`src/rtl/mem_stage_if.sv`:
```
// Signal bundle between the memory stage and its neighbours (execute, writeback, data SRAM).
interface mem_stage_if;

   localparam int unsigned ES_RF_W = 39;
   localparam int unsigned PC_W    = 32;
   localparam int unsigned INST_W  = 5;
   localparam int unsigned DATA_W  = 32;
   localparam int unsigned WS_BUS_W = 70;
   localparam int unsigned MS_RF_W = 38;

   logic                  es_to_ms_valid;
   logic [ES_RF_W-1:0]    es_rf_collect;
   logic [PC_W-1:0]       es_pc;
   logic [INST_W-1:0]     es_mem_inst_bus;
   logic [DATA_W-1:0]     data_sram_rdata;
   logic                  ws_allowin;
   logic                  ms_allowin;
   logic                  ms_to_ws_valid;
   logic [WS_BUS_W-1:0]   ms_to_ws_bus;
   logic [MS_RF_W-1:0]    ms_rf_collect;

   // Surrounding pipeline: drives execute-side inputs, SRAM data and writeback backpressure.
   modport master (
      output es_to_ms_valid,
      output es_rf_collect,
      output es_pc,
      output es_mem_inst_bus,
      output data_sram_rdata,
      output ws_allowin,
      input  ms_allowin,
      input  ms_to_ws_valid,
      input  ms_to_ws_bus,
      input  ms_rf_collect
   );

   // Memory stage view.
   modport slave (
      input  es_to_ms_valid,
      input  es_rf_collect,
      input  es_pc,
      input  es_mem_inst_bus,
      input  data_sram_rdata,
      input  ws_allowin,
      output ms_allowin,
      output ms_to_ws_valid,
      output ms_to_ws_bus,
      output ms_rf_collect
   );

endinterface

```
`src/rtl/mem_stage.sv`:
```
// Pipeline memory stage: holds one instruction, aligns load data, forwards results.
module mem_stage (
   input  logic        clk,
   input  logic        resetn,
   mem_stage_if.slave  bus
);

   localparam int unsigned ES_RF_W = 39;
   localparam int unsigned PC_W    = 32;
   localparam int unsigned INST_W  = 5;
   localparam int unsigned DATA_W  = 32;
   localparam int unsigned ADDR_W  = 5;

   // Stage occupancy and load-data bookkeeping.
   logic                ms_valid;
   logic                first_cycle;
   logic [DATA_W-1:0]   rdata_hold;

   // Latched instruction fields.
   logic [ES_RF_W-1:0]  rf_r;
   logic [PC_W-1:0]     pc_r;
   logic [INST_W-1:0]   inst_r;

   // Unpacked views of the latched fields.
   logic                res_from_mem;
   logic                rf_we;
   logic [ADDR_W-1:0]   rf_waddr;
   logic [DATA_W-1:0]   ex_result;
   logic [1:0]          byte_addr;

   // Combinational datapath signals.
   logic                ms_allowin_c;
   logic                accept_c;
   logic [DATA_W-1:0]   load_word_c;
   logic [7:0]          load_byte_c;
   logic [15:0]         load_half_c;
   logic [DATA_W-1:0]   aligned_c;
   logic [DATA_W-1:0]   final_result_c;

   assign res_from_mem = rf_r[38];
   assign rf_we        = rf_r[37];
   assign rf_waddr     = rf_r[36:32];
   assign ex_result    = rf_r[31:0];
   assign byte_addr    = ex_result[1:0];

   // Handshake: ready_go is always 1, so the stage drains whenever writeback accepts.
   always_comb begin
      ms_allowin_c = ~ms_valid | bus.ws_allowin;
      accept_c     = bus.es_to_ms_valid & ms_allowin_c;
   end

   // Occupancy flag and first-cycle marker; a fresh accept always re-arms first_cycle.
   always_ff @(posedge clk) begin
      if (!resetn) begin
         ms_valid    <= 1'b0;
         first_cycle <= 1'b0;
      end else begin
         if (ms_allowin_c) begin
            ms_valid <= bus.es_to_ms_valid;
         end
         first_cycle <= accept_c;
      end
   end

   // Instruction field capture on accept; held otherwise.
   always_ff @(posedge clk) begin
      if (!resetn) begin
         rf_r   <= '0;
         pc_r   <= '0;
         inst_r <= '0;
      end else if (accept_c) begin
         rf_r   <= bus.es_rf_collect;
         pc_r   <= bus.es_pc;
         inst_r <= bus.es_mem_inst_bus;
      end
   end

   // SRAM data is only valid in the first cycle; keep a copy so stalls see a stable word.
   always_ff @(posedge clk) begin
      if (!resetn) begin
         rdata_hold <= '0;
      end else if (ms_valid && first_cycle) begin
         rdata_hold <= bus.data_sram_rdata;
      end
   end

   // Pick the live SRAM word in the first cycle, the held copy afterwards.
   always_comb begin
      load_word_c = first_cycle ? bus.data_sram_rdata : rdata_hold;
   end

   // Byte and halfword extraction by address offset.
   always_comb begin
      load_byte_c = load_word_c[7:0];
      case (byte_addr)
         2'd0:    load_byte_c = load_word_c[7:0];
         2'd1:    load_byte_c = load_word_c[15:8];
         2'd2:    load_byte_c = load_word_c[23:16];
         default: load_byte_c = load_word_c[31:24];
      endcase
      load_half_c = byte_addr[1] ? load_word_c[31:16] : load_word_c[15:0];
   end

   // Load type decode with fixed priority ld_b > ld_bu > ld_h > ld_hu > word.
   always_comb begin
      aligned_c = load_word_c;
      if (inst_r[4]) begin
         aligned_c = {{24{load_byte_c[7]}}, load_byte_c};
      end else if (inst_r[3]) begin
         aligned_c = {24'h00_0000, load_byte_c};
      end else if (inst_r[2]) begin
         aligned_c = {{16{load_half_c[15]}}, load_half_c};
      end else if (inst_r[1]) begin
         aligned_c = {16'h0000, load_half_c};
      end
   end

   // Result select: memory data for loads, execute result otherwise.
   always_comb begin
      final_result_c = res_from_mem ? aligned_c : ex_result;
   end

   // Output buses built from held registers; forwarding write-enable qualified by valid.
   assign bus.ms_allowin     = ms_allowin_c;
   assign bus.ms_to_ws_valid = ms_valid;
   assign bus.ms_to_ws_bus   = {rf_we, rf_waddr, final_result_c, pc_r};
   assign bus.ms_rf_collect  = {rf_we & ms_valid, rf_waddr, final_result_c};

endmodule

```
`src/flat_wrapper.sv`:
```
// flat-port wrapper written by rule: the top's interface ports become plain ports
module mem_stage_flat 
  (clk, resetn, bus_es_to_ms_valid, bus_es_rf_collect, bus_es_pc, bus_es_mem_inst_bus, bus_data_sram_rdata, bus_ws_allowin, bus_ms_allowin, bus_ms_to_ws_valid, bus_ms_to_ws_bus, bus_ms_rf_collect);
  mem_stage_if bus_i ();
  input  logic clk;
  input  logic resetn;
  input wire logic [$bits(bus_i.es_to_ms_valid)-1:0] bus_es_to_ms_valid;
  input wire logic [$bits(bus_i.es_rf_collect)-1:0] bus_es_rf_collect;
  input wire logic [$bits(bus_i.es_pc)-1:0] bus_es_pc;
  input wire logic [$bits(bus_i.es_mem_inst_bus)-1:0] bus_es_mem_inst_bus;
  input wire logic [$bits(bus_i.data_sram_rdata)-1:0] bus_data_sram_rdata;
  input wire logic [$bits(bus_i.ws_allowin)-1:0] bus_ws_allowin;
  output wire logic [$bits(bus_i.ms_allowin)-1:0] bus_ms_allowin;
  output wire logic [$bits(bus_i.ms_to_ws_valid)-1:0] bus_ms_to_ws_valid;
  output wire logic [$bits(bus_i.ms_to_ws_bus)-1:0] bus_ms_to_ws_bus;
  output wire logic [$bits(bus_i.ms_rf_collect)-1:0] bus_ms_rf_collect;
  assign bus_i.es_to_ms_valid = bus_es_to_ms_valid;
  assign bus_i.es_rf_collect = bus_es_rf_collect;
  assign bus_i.es_pc = bus_es_pc;
  assign bus_i.es_mem_inst_bus = bus_es_mem_inst_bus;
  assign bus_i.data_sram_rdata = bus_data_sram_rdata;
  assign bus_i.ws_allowin = bus_ws_allowin;
  assign bus_ms_allowin = bus_i.ms_allowin;
  assign bus_ms_to_ws_valid = bus_i.ms_to_ws_valid;
  assign bus_ms_to_ws_bus = bus_i.ms_to_ws_bus;
  assign bus_ms_rf_collect = bus_i.ms_rf_collect;
  mem_stage u_core (.clk(clk), .resetn(resetn), .bus(bus_i));
endmodule
```
`config.mk`:
```
export PLATFORM = sky130hd
export DESIGN_NAME = mem_stage_flat
export DESIGN_NICKNAME = d
export VERILOG_FILES = /design/src/rtl/mem_stage_if.sv /design/src/rtl/mem_stage.sv /design/src/flat_wrapper.sv
export SDC_FILE = /design/constraint.sdc
export NUM_CORES = 1
export LEC_CHECK = 0
export BUFFER_PORTS_ARGS = -buffer_cell sky130_fd_sc_hd__buf_2
export CAP_MARGIN = 5
export CORE_MARGIN = 8
export CORE_UTILIZATION = 46
export CTS_BUF_LIST = sky130_fd_sc_hd__clkbuf_4 sky130_fd_sc_hd__clkbuf_8
export DETAILED_ROUTE_END_ITERATION = 12
export PLACE_DENSITY = 0.79
export SYNTH_ARGS = -nofsm -noshare
export SYNTH_HDL_FRONTEND = slang
export SYNTH_SLANG_ARGS = --single-unit
```
`constraint.sdc`:
```
create_clock -name clk -period 2.4 [get_ports clk]
set_clock_uncertainty 0.2 [all_clocks]
set_input_delay 0.48 -clock clk [delete_from_list [all_inputs] [get_ports clk]]
set_output_delay 0.48 -clock clk [all_outputs]
set_load 0.03 [all_outputs]
```
Word level (Yosys, flattened, before mapping)
Index checks and enable logic that the tools add are counted.
W data, S select, Z words.
{"block": "op_classes", "add_sub_neg": 0, "mul": 0, "n_div": 0, "order_cmp": 0, "eq_ne": 2, "shifts": 0, "mux": 8, "bitwise_logic": 4, "n_reduce_logical": 2}
{"op": "$mux W32", "count": 6}
{"op": "$pmux W8 S3", "count": 1}
{"op": "$mux W16", "count": 1}
{"op": "$and A1 B1 Y1", "count": 2}
{"op": "$eq A2 B1 Y1 const B", "count": 1}
{"op": "$eq A2 B2 Y1 const B", "count": 1}
{"op": "$logic_not A2 Y1", "count": 1}
{"op": "$logic_and A1 B1 Y1", "count": 1}
{"op": "$not A1 Y1", "count": 1}
{"op": "$or A1 B1 Y1", "count": 1}
{"block": "totals", "register_bits": 110, "latch_bits": 0, "mem_bits_rw": 0, "mem_bits_ro": 0, "in_bits": 112, "output_inout_bits": 110, "wordCells": 22, "n_memories": 0}

Logic depth before layout (Yosys ltp)
Gate-level depths: netlist of the first run.
{"block": "depth", "ltp_word": 7, "mapped_depth": 8, "depth_no_buf": 4}

Least setup slack after synthesis of the first run
OpenSTA, ideal clock, no wires.
{"block": "synth_path", "kind": "input port to output port", "startpoint": "input bus_data_sram_rdata[31]", "endpoint": "output bus_ms_to_ws_bus[53]", "arrival_time_ns": 2.155, "required_ns": 1.720, "setup_slack_ns": -0.435, "path_stages": 6, "path_buffers": 2, "path_cell_list": "mux4_2 and3_1 a311o_2 buf_6 o22a_1 buf_4"}
{"block": "synth_via", "elab_chain_cells": 6, "word_cells_on_any_way": 7, "classes_between": "7 x mux"}
{"item": "from (decl)", "line_no": "flat_wrapper.sv:11", "text": "input wire logic [$bits(bus_i.data_sram_rdata)-1:0] bus_data_sram_rdata;"}
{"item": "$mux W32 (*)", "line_no": "mem_stage.sv:89", "text": "load_word_c = first_cycle ? bus.data_sram_rdata : rdata_hold;"}
{"item": "$mux W16", "line_no": "mem_stage.sv:101", "text": "load_half_c = byte_addr[1] ? load_word_c[31:16] : load_word_c[15:0];"}
{"item": "$mux W32", "line_no": "mem_stage.sv:111", "text": "end else if (inst_r[2]) begin"}
{"item": "$mux W32", "line_no": "mem_stage.sv:109", "text": "end else if (inst_r[3]) begin"}
{"item": "$mux W32 (*)", "line_no": "mem_stage.sv:107", "text": "if (inst_r[4]) begin"}
{"item": "$mux W32 (*)", "line_no": "mem_stage.sv:120", "text": "final_result_c = res_from_mem ? aligned_c : ex_result;"}
{"item": "to (decl)", "line_no": "flat_wrapper.sv:15", "text": "output wire logic [$bits(bus_i.ms_to_ws_bus)-1:0] bus_ms_to_ws_bus;"}
Every way passes the cells marked *; elsewhere a longest branch is shown, timed or not.

Worst setup path after layout of the first run
{"block": "layout_path", "startpoint": "register u_core.first_cycle", "endpoint": "output bus_ms_rf_collect[18]"}
{"block": "layout_via", "elab_chain_cells": 6, "word_cells_on_any_way": 8, "classes_between": "8 x mux"}
{"item": "from (decl)", "line_no": "mem_stage.sv:16", "text": "logic first_cycle;"}
{"item": "from (signal assigned)", "line_no": "mem_stage.sv:61", "text": "first_cycle <= accept_c;"}
{"item": "$mux W32 (*)", "line_no": "mem_stage.sv:89"}
{"item": "$mux W32 / $mux W16 (equally long branches)", "line_no": "mem_stage.sv:113, mem_stage.sv:101"}
{"item": "$mux W32", "line_no": "mem_stage.sv:111"}
{"item": "$mux W32", "line_no": "mem_stage.sv:109"}
{"item": "$mux W32 (*)", "line_no": "mem_stage.sv:107"}
{"item": "$mux W32 (*)", "line_no": "mem_stage.sv:120"}
{"item": "to (decl)", "line_no": "flat_wrapper.sv:16", "text": "output wire logic [$bits(bus_i.ms_rf_collect)-1:0] bus_ms_rf_collect;"}
Marked as above.

==> results of run 1 <==
==> power groups by stage <==
stage	logic (µW)	registers, µW	clock network, µW
3_5_place_dp	1190	1990	0
6_report	1430	1950	1100
5_1_grt	1510	1970	1200
4_1_cts	1340	1950	1130
2_1_floorplan	806	2050	0
3_3_place_gp	1180	1990	0
==> state kept, by name, summed over array words and instances, names as in the netlist <==
| register | flops |
|---|---|
| u_core.rf_r | 39 |
| u_core.first_cycle | 1 |
| u_core.rdata_hold | 32 |
| u_core.pc_r | 32 |
| u_core.bus.ms_to_ws_valid | 1 |
| u_core.inst_r | 4 |
==> area by class of cell <==
| class | instances | area (µm²) | share of cell area (%) |
|---|---|---|---|
| Clock inverter | 5 | 42.5 | 0.513 |
| Sequential cell | 109 | 2190 | 26.5 |
| Multi-Input combinational cell | 493 | 3430 | 41.3 |
| Antenna cell | 1 | 2.50 | 0.0302 |
| Tap cell | 168 | 210 | 2.53 |
| Inverter | 4 | 16.3 | 0.196 |
| Clock buffer | 11 | 145 | 1.75 |
| Timing Repair Buffer | 293 | 2260 | 27.2 |
==> metrics by stage <==
step | setup TNS, ps | std cells | utilization, % | power [µW]
after detailed placement | -14260 | 1054 | 60.2 | 3190
after floorplan | -4910 | 701 | - | 2850
final | -31750 | 1084 | 68.5 | 4490
after CTS | -33370 | 1076 | 66.0 | 4420
after global placement | -12700 | 1054 | 60.2 | 3170
after global routing | -36870 | 1083 | 68.5 | 4680
==> critical path: cells and delay by family (launching register included) <==
family	cells	cell delay (ps)
compound gates	2	570
buf+inv	2	340
flops	1	400
mux	1	480
simple gates	1	160
==> worst paths after layout <==
kind,end,cells past startpoint,startpoint
min,u_core.pc_r[4],3,bus_es_pc[4]
max,bus_ms_rf_collect[18],6,u_core.first_cycle
max reg2reg,u_core.rdata_hold[18],7,u_core.first_cycle
min reg2reg,u_core.pc_r[18],2,u_core.pc_r[18]
==> routing by layer <==
metal	global-route usage [%]	vias up	wire, µm
li1	-	2743	-
met4	7.55	2	429
met1	25.9	2721	7600
met5	0	-	13
met3	9.32	33	2020
met2	38.5	255	9520
==> kinds of logic (layout without fill, tap and decap cells) <==
kind of cell	count (synthesis)	count (layout)
AO/OA/AOI/OAI	165	165
multiplexers	47	47
AND/OR/NAND/NOR	281	281
other	0	1
flip-flops	109	109
buffers and inverters	99	313
==> placed cells by master, fill, tap and decap left out, types with 3 or more instances in the layout <==
master and n:
nand2_1 227, buf_2 156, a21boi_0 108, dfxtp_1 105, buf_6 65, buf_4 56
nor2_1 26, mux2i_1 18, mux4_2 13, buf_12 12, o22a_4 10, clkbuf_8 10
mux2i_4 9, a22oi_2 9, a21oi_2 8, nand2_2 8, mux2i_2 6, o22a_2 6
and2_1 3, nor2b_1 3, and3_1 3, a31oi_1 3, o21ai_0 3, dfxtp_4 3
==> timing repair <==
action,in CTS,in global routing
pin swaps,14,18
resized for setup,129,72
setup endpoints to repair,64,64
buffers inserted,5,8
gates cloned,1,1
==> flow_metrics.py, run 1 <==
metrics = {
    "min_path": {
        "hp-class": "in2reg",
    },
    "timing": {
        "maxSlewHeadroom_pct": 64.0,
        "slew_violations": 0,
        "fmax_mhz": 329,
        "fin_ws_ps": -637,
        "hold_ws_ps": 113,
        "worst_pin_slew_ps": 534,
        "fin_crit_ps": 3040,
        "post-route-period-util_pct": 127,
        "rsz0062_at_grt": "true",
        "hold_viol": 0,
        "setup_viol_count_final": 64,
    },
    "clock_tree": {
        "cts.path.max_buffers": 2,
        "cts.sink_count": 109,
        "cts-htree-levels": 3,
        "postCtsHoldBufs": 0,
        "cts_inserted_buffers": 9,
        "cts-root-buf": "clkbuf_8",
        "clock_latency_ps": 400,
        "cts_tree": "done",
        "path_clk_slew_ps": 110,
    },
    "synthesis": {
        "synth_area_um2": 5730,
        "ys_ff_latch": 109,
        "synth_mux_area_share_pct": 11.1,
        "synth_top_area_share_pct": 38.1,
        "ys_seq_area_share_pct": 38.1,
        "ys_types": 39,
        "synth_compound_area_share_pct": 21.6,
        "syn_inst": 701,
        "yosysMostFrequentCell": "nand2_1",
        "synth_largest_area_cell": "dfxtp_1",
        "synth_nets": 813,
        "ys.flop_type": "dfxtp_1",
        "async_reset_ff_share_pct": 0,
        "synth.avg_cell_area_um2": 8.17,
        "synthAdderAreaFrac_pct": 0,
        "synthTopCellsByArea": "dfxtp_1 38%, nand2_1 15%, a21boi_0 14%",
        "synth_edf_count": 0,
        "synth_xor_area_share_pct": 0,
        "synth_top_family_by_area": "compound AO/OA/AOI/OAI gates",
        "yosys_warnings": 0,
        "synth-simple-area-share_pct": 19.2,
        "synth_common_cells": "236 x nand2_1, 109 x dfxtp_1, 108 x a21boi_0",
    },
    "pwr": {
        "vdd_ir_drop_max_v": 0.000605,
        "p_sw_share_pct": 34.2,
        "combPwrFrac_pct": 32.0,
        "leakage_uw": 0.00355,
        "clkPwrFrac_pct": 24.5,
        "power_frac_seq_pct": 43.5,
        "p_per_area_nw_per_um2": 541,
        "power.switching_uw": 1540,
        "power.internal_uw": 2950,
    },
    "die": {
        "fp.dieH_um": 128,
        "boundaryPins": 222,
        "initial_utilization_pct": 47.3,
        "dieArea_um2": 16300,
        "num_rows": 40,
        "die_width_um": 128,
        "core_um2": 12100,
    },
    "placement": {
        "place_area_um2": 7290,
        "portBuffers": 220,
        "post-dp-hpwl_mm": 13.7,
        "gp_congestion": 0.912,
        "place_ws_ps": -380,
    },
    "global_route": {
        "grt_max_degree": 76,
        "grt_pass1_wl_mm": 29.6,
        "first_global_vias": 5722,
        "grtUsageTotal_pct": 22.9,
        "antenna_found_initial": 1,
        "grt_overflow_total": 0,
    },
    "setup_path": {
        "crit_slowest_cell": "mux4_2",
        "required_ps": 1720,
        "crit_arrival_ps": 2360,
        "critical_path.max_stage_delay_ps": 480,
        "critical_path.cell_chain": "mux4_2, and3_1, a311o_2, buf_12, o22a_2, buf_4",
        "r2r_slack_ps": 480,
        "critPathKind": "reg2out",
        "cp_max_fo": 16,
        "critPathCaptureType": "output pin",
        "start_kind": "flop",
    },
    "route": {
        "ant_nets": 0,
        "routedWlPerCell_um": 18.1,
        "vias": 5754,
        "dr.pass1.iters": 5,
        "drt_iter0_drc": 526,
        "drc_errors": 0,
        "wirelength_mm": 19.6,
        "vias_per_cell": 5.31,
    },
    "layout": {
        "final_nets": 1022,
        "post-route-cell-area_um2": 8290,
        "syn2layout_area_growth_pct": 44.7,
        "fill_cells": 955,
        "drive_above_1_share_pct": 44.2,
    },
    "run_status": {
        "status": "complete, but fails checks",
        "violations": "setup timing",
    },
    "flow_run": {
        "cap_violations": 0,
    },
}
Note: power is estimated with default switching activity, not from simulation.
==> inputs of run 2 (changes only) <==
--- a/config.mk
+++ b/config.mk
@@ -8,10 +8,10 @@
 export BUFFER_PORTS_ARGS = -buffer_cell sky130_fd_sc_hd__buf_2
 export CAP_MARGIN = 5
 export CORE_MARGIN = 8
-export CORE_UTILIZATION = 46
+export CORE_UTILIZATION = 55
 export CTS_BUF_LIST = sky130_fd_sc_hd__clkbuf_4 sky130_fd_sc_hd__clkbuf_8
 export DETAILED_ROUTE_END_ITERATION = 12
-export PLACE_DENSITY = 0.79
+export PLACE_DENSITY = 0.89
 export SYNTH_ARGS = -nofsm -noshare
 export SYNTH_HDL_FRONTEND = slang
 export SYNTH_SLANG_ARGS = --single-unit
==> constraint.sdc (replaced) <==
create_clock -name clk -period 3.6 [get_ports clk]
set_clock_uncertainty 0.2 [all_clocks]
set_input_delay 0.72 -clock clk [delete_from_list [all_inputs] [get_ports clk]]
set_output_delay 0.72 -clock clk [all_outputs]
set_load 0.03 [all_outputs]
==> flow_metrics.py, run 2 (synthesized netlist as in run 1, its figures left out) <==
metrics = {
    "setup_path": {
        "start_kind": "flop",
        "critPathCaptureType": "output pin",
        "critical_path.cell_chain": "mux4_2, and3_1, a311o_2, o22a_1, buf_2",
        "crit_arrival_ps": 2590,
        "crit_family": "compound AO/OA/AOI/OAI gates",
        "crit_buf_inv": 1,
        "cp_max_fo": 16,
        "critical_path.max_stage_delay_ps": 530,
        "crit_slowest_cell": "mux4_2",
        "critPathKind": "reg2out",
        "required_ps": 2680,
    },
    "pwr": {
        "leakage_uw": 0.00308,
        "vdd_ir_drop_max_v": 0.000282,
        "p_per_area_nw_per_um2": 404,
    },
    "layout": {
        "seqCellArea_um2": 2180,
        "multi_input_area_um2": 2980,
        "layout_commonest_cell": "nand2_1",
        "n_antenna_cell": 0,
        "drive_above_1_share_pct": 31.6,
        "largest_reg_flops": 39,
        "reg_top3": "u_core.rf_r x39, u_core.pc_r x32, u_core.rdata_hold x32",
        "fin_cells": 991,
        "final_nets": 962,
        "final_cell_mix": "235 x nand2_1, 220 x buf_2, 108 x a21boi_0, 108 x dfxtp_1, 33 x mux2i_1",
        "syn2layout_area_growth_pct": 18.3,
        "fill_cells": 898,
        "largest_register": "u_core.rf_r",
    },
    "placement": {
        "gp_congestion": 0.876,
        "post-dp-hpwl_mm": 12.9,
        "portBuffers": 220,
        "dp_cells": 975,
    },
    "global_route": {
        "antenna_found_initial": 0,
        "grt_max_degree": 62,
        "grt_pass1_wl_mm": 26.9,
        "grt_overflow_total": 0,
        "first_global_vias": 5247,
        "grtUsageTotal_pct": 23.5,
    },
    "timing": {
        "maxSlewHeadroom_pct": 20.7,
        "hold_viol": 0,
        "setup_tns_ps": 0,
        "fmax_mhz": 285,
        "slew_violations": 0,
        "worst_pin_slew_ps": 1190,
        "rsz0062_at_grt": "false",
        "fin_crit_ps": 3510,
        "post-route-period-util_pct": 97.5,
        "setup_viol_count_final": 0,
    },
    "clock_tree": {
        "cts-htree-levels": 3,
        "postCtsSetupRepairBufs": 0,
        "cts_tree": "done",
        "cts_resized": 0,
        "postCtsHoldBufs": 0,
        "clock_latency_ps": 380,
        "cts_inserted_buffers": 9,
        "cts-root-buf": "clkbuf_8",
        "cts.path.max_buffers": 2,
        "cts.sink_count": 109,
        "path_clk_slew_ps": 110,
    },
    "route": {
        "drt_iter0_drc": 490,
        "routedWlPerCell_um": 17.2,
        "vias_per_cell": 5.50,
        "ant_nets": 0,
        "dr.pass1.iters": 7,
        "drc_errors": 0,
        "wirelength_mm": 17.1,
        "vias": 5449,
    },
    "die": {
        "dieArea_um2": 13900,
        "boundaryPins": 222,
        "initial_utilization_pct": 56.0,
        "num_rows": 37,
        "core_um2": 10200,
        "die_width_um": 118,
        "fp.dieH_um": 118,
    },
    "run_status": {
        "status": "completed",
    },
    "flow_run": {
        "cap_violations": 0,
    },
    "min_path": {
        "hp-class": "reg2reg",
    },
}
-- run 2: final timing paths --
check	start	endpoint	slack [ps]	cells past startpoint
max	u_core.first_cycle	bus_ms_to_ws_bus[55]	90	5
min reg2reg	u_core.pc_r[13]	u_core.pc_r[13]	270	2
min	u_core.pc_r[13]	u_core.pc_r[13]	270	2
max reg2reg	u_core.first_cycle	u_core.rdata_hold[1]	1260	4
-- run 2: power by group --
part	internal [µW]	leakage, µW	switching, µW	total (µW)
clock network	285	0.000101	447	732
logic	240	0.00208	460	700
registers	1260	0.000893	39.1	1300
total	1790	0.00308	947	2740
-- run 2: worst register-to-register path, delay by kind of cell, from the launching register on --
kind / cells / cell delay [ps]
simple gates: 2 / 1040
flops: 1 / 510
buf+inv: 1 / 350
compound gates: 1 / 130
-- run 2: through the flow --
stage | utilization [%] | instance area [µm²] | setup slack, ps | total power, µW | hold WS [ps]
floorplan | - | 5730 | 285 | 1840 | 239
global placement | 64.3 | 6580 | 245 | 2020 | 246
detailed placement | 64.3 | 6580 | 219 | 2030 | 252
CTS | 66.2 | 6770 | 67.5 | 2760 | 269
global route | 66.2 | 6780 | 11.2 | 2860 | 283
finish | 66.2 | 6780 | 88.4 | 2740 | 265
-- run 2: cell type report --
type / instances / area share (%)
multi-input combinational: 493 / 43.9
sequential: 109 / 32.2
timing repair buffer: 233 / 18.3
tap: 136 / 2.51
clock buffer: 10 / 2.03
clock inverter: 6 / 0.794
inverter: 4 / 0.222
-- run 2: layer usage --
layer  GRT usage (%)  share of wire, %
met5               0                 0
met3            9.78                12
met2            38.5                47
met4            6.65               1.6
met1            27.5                39
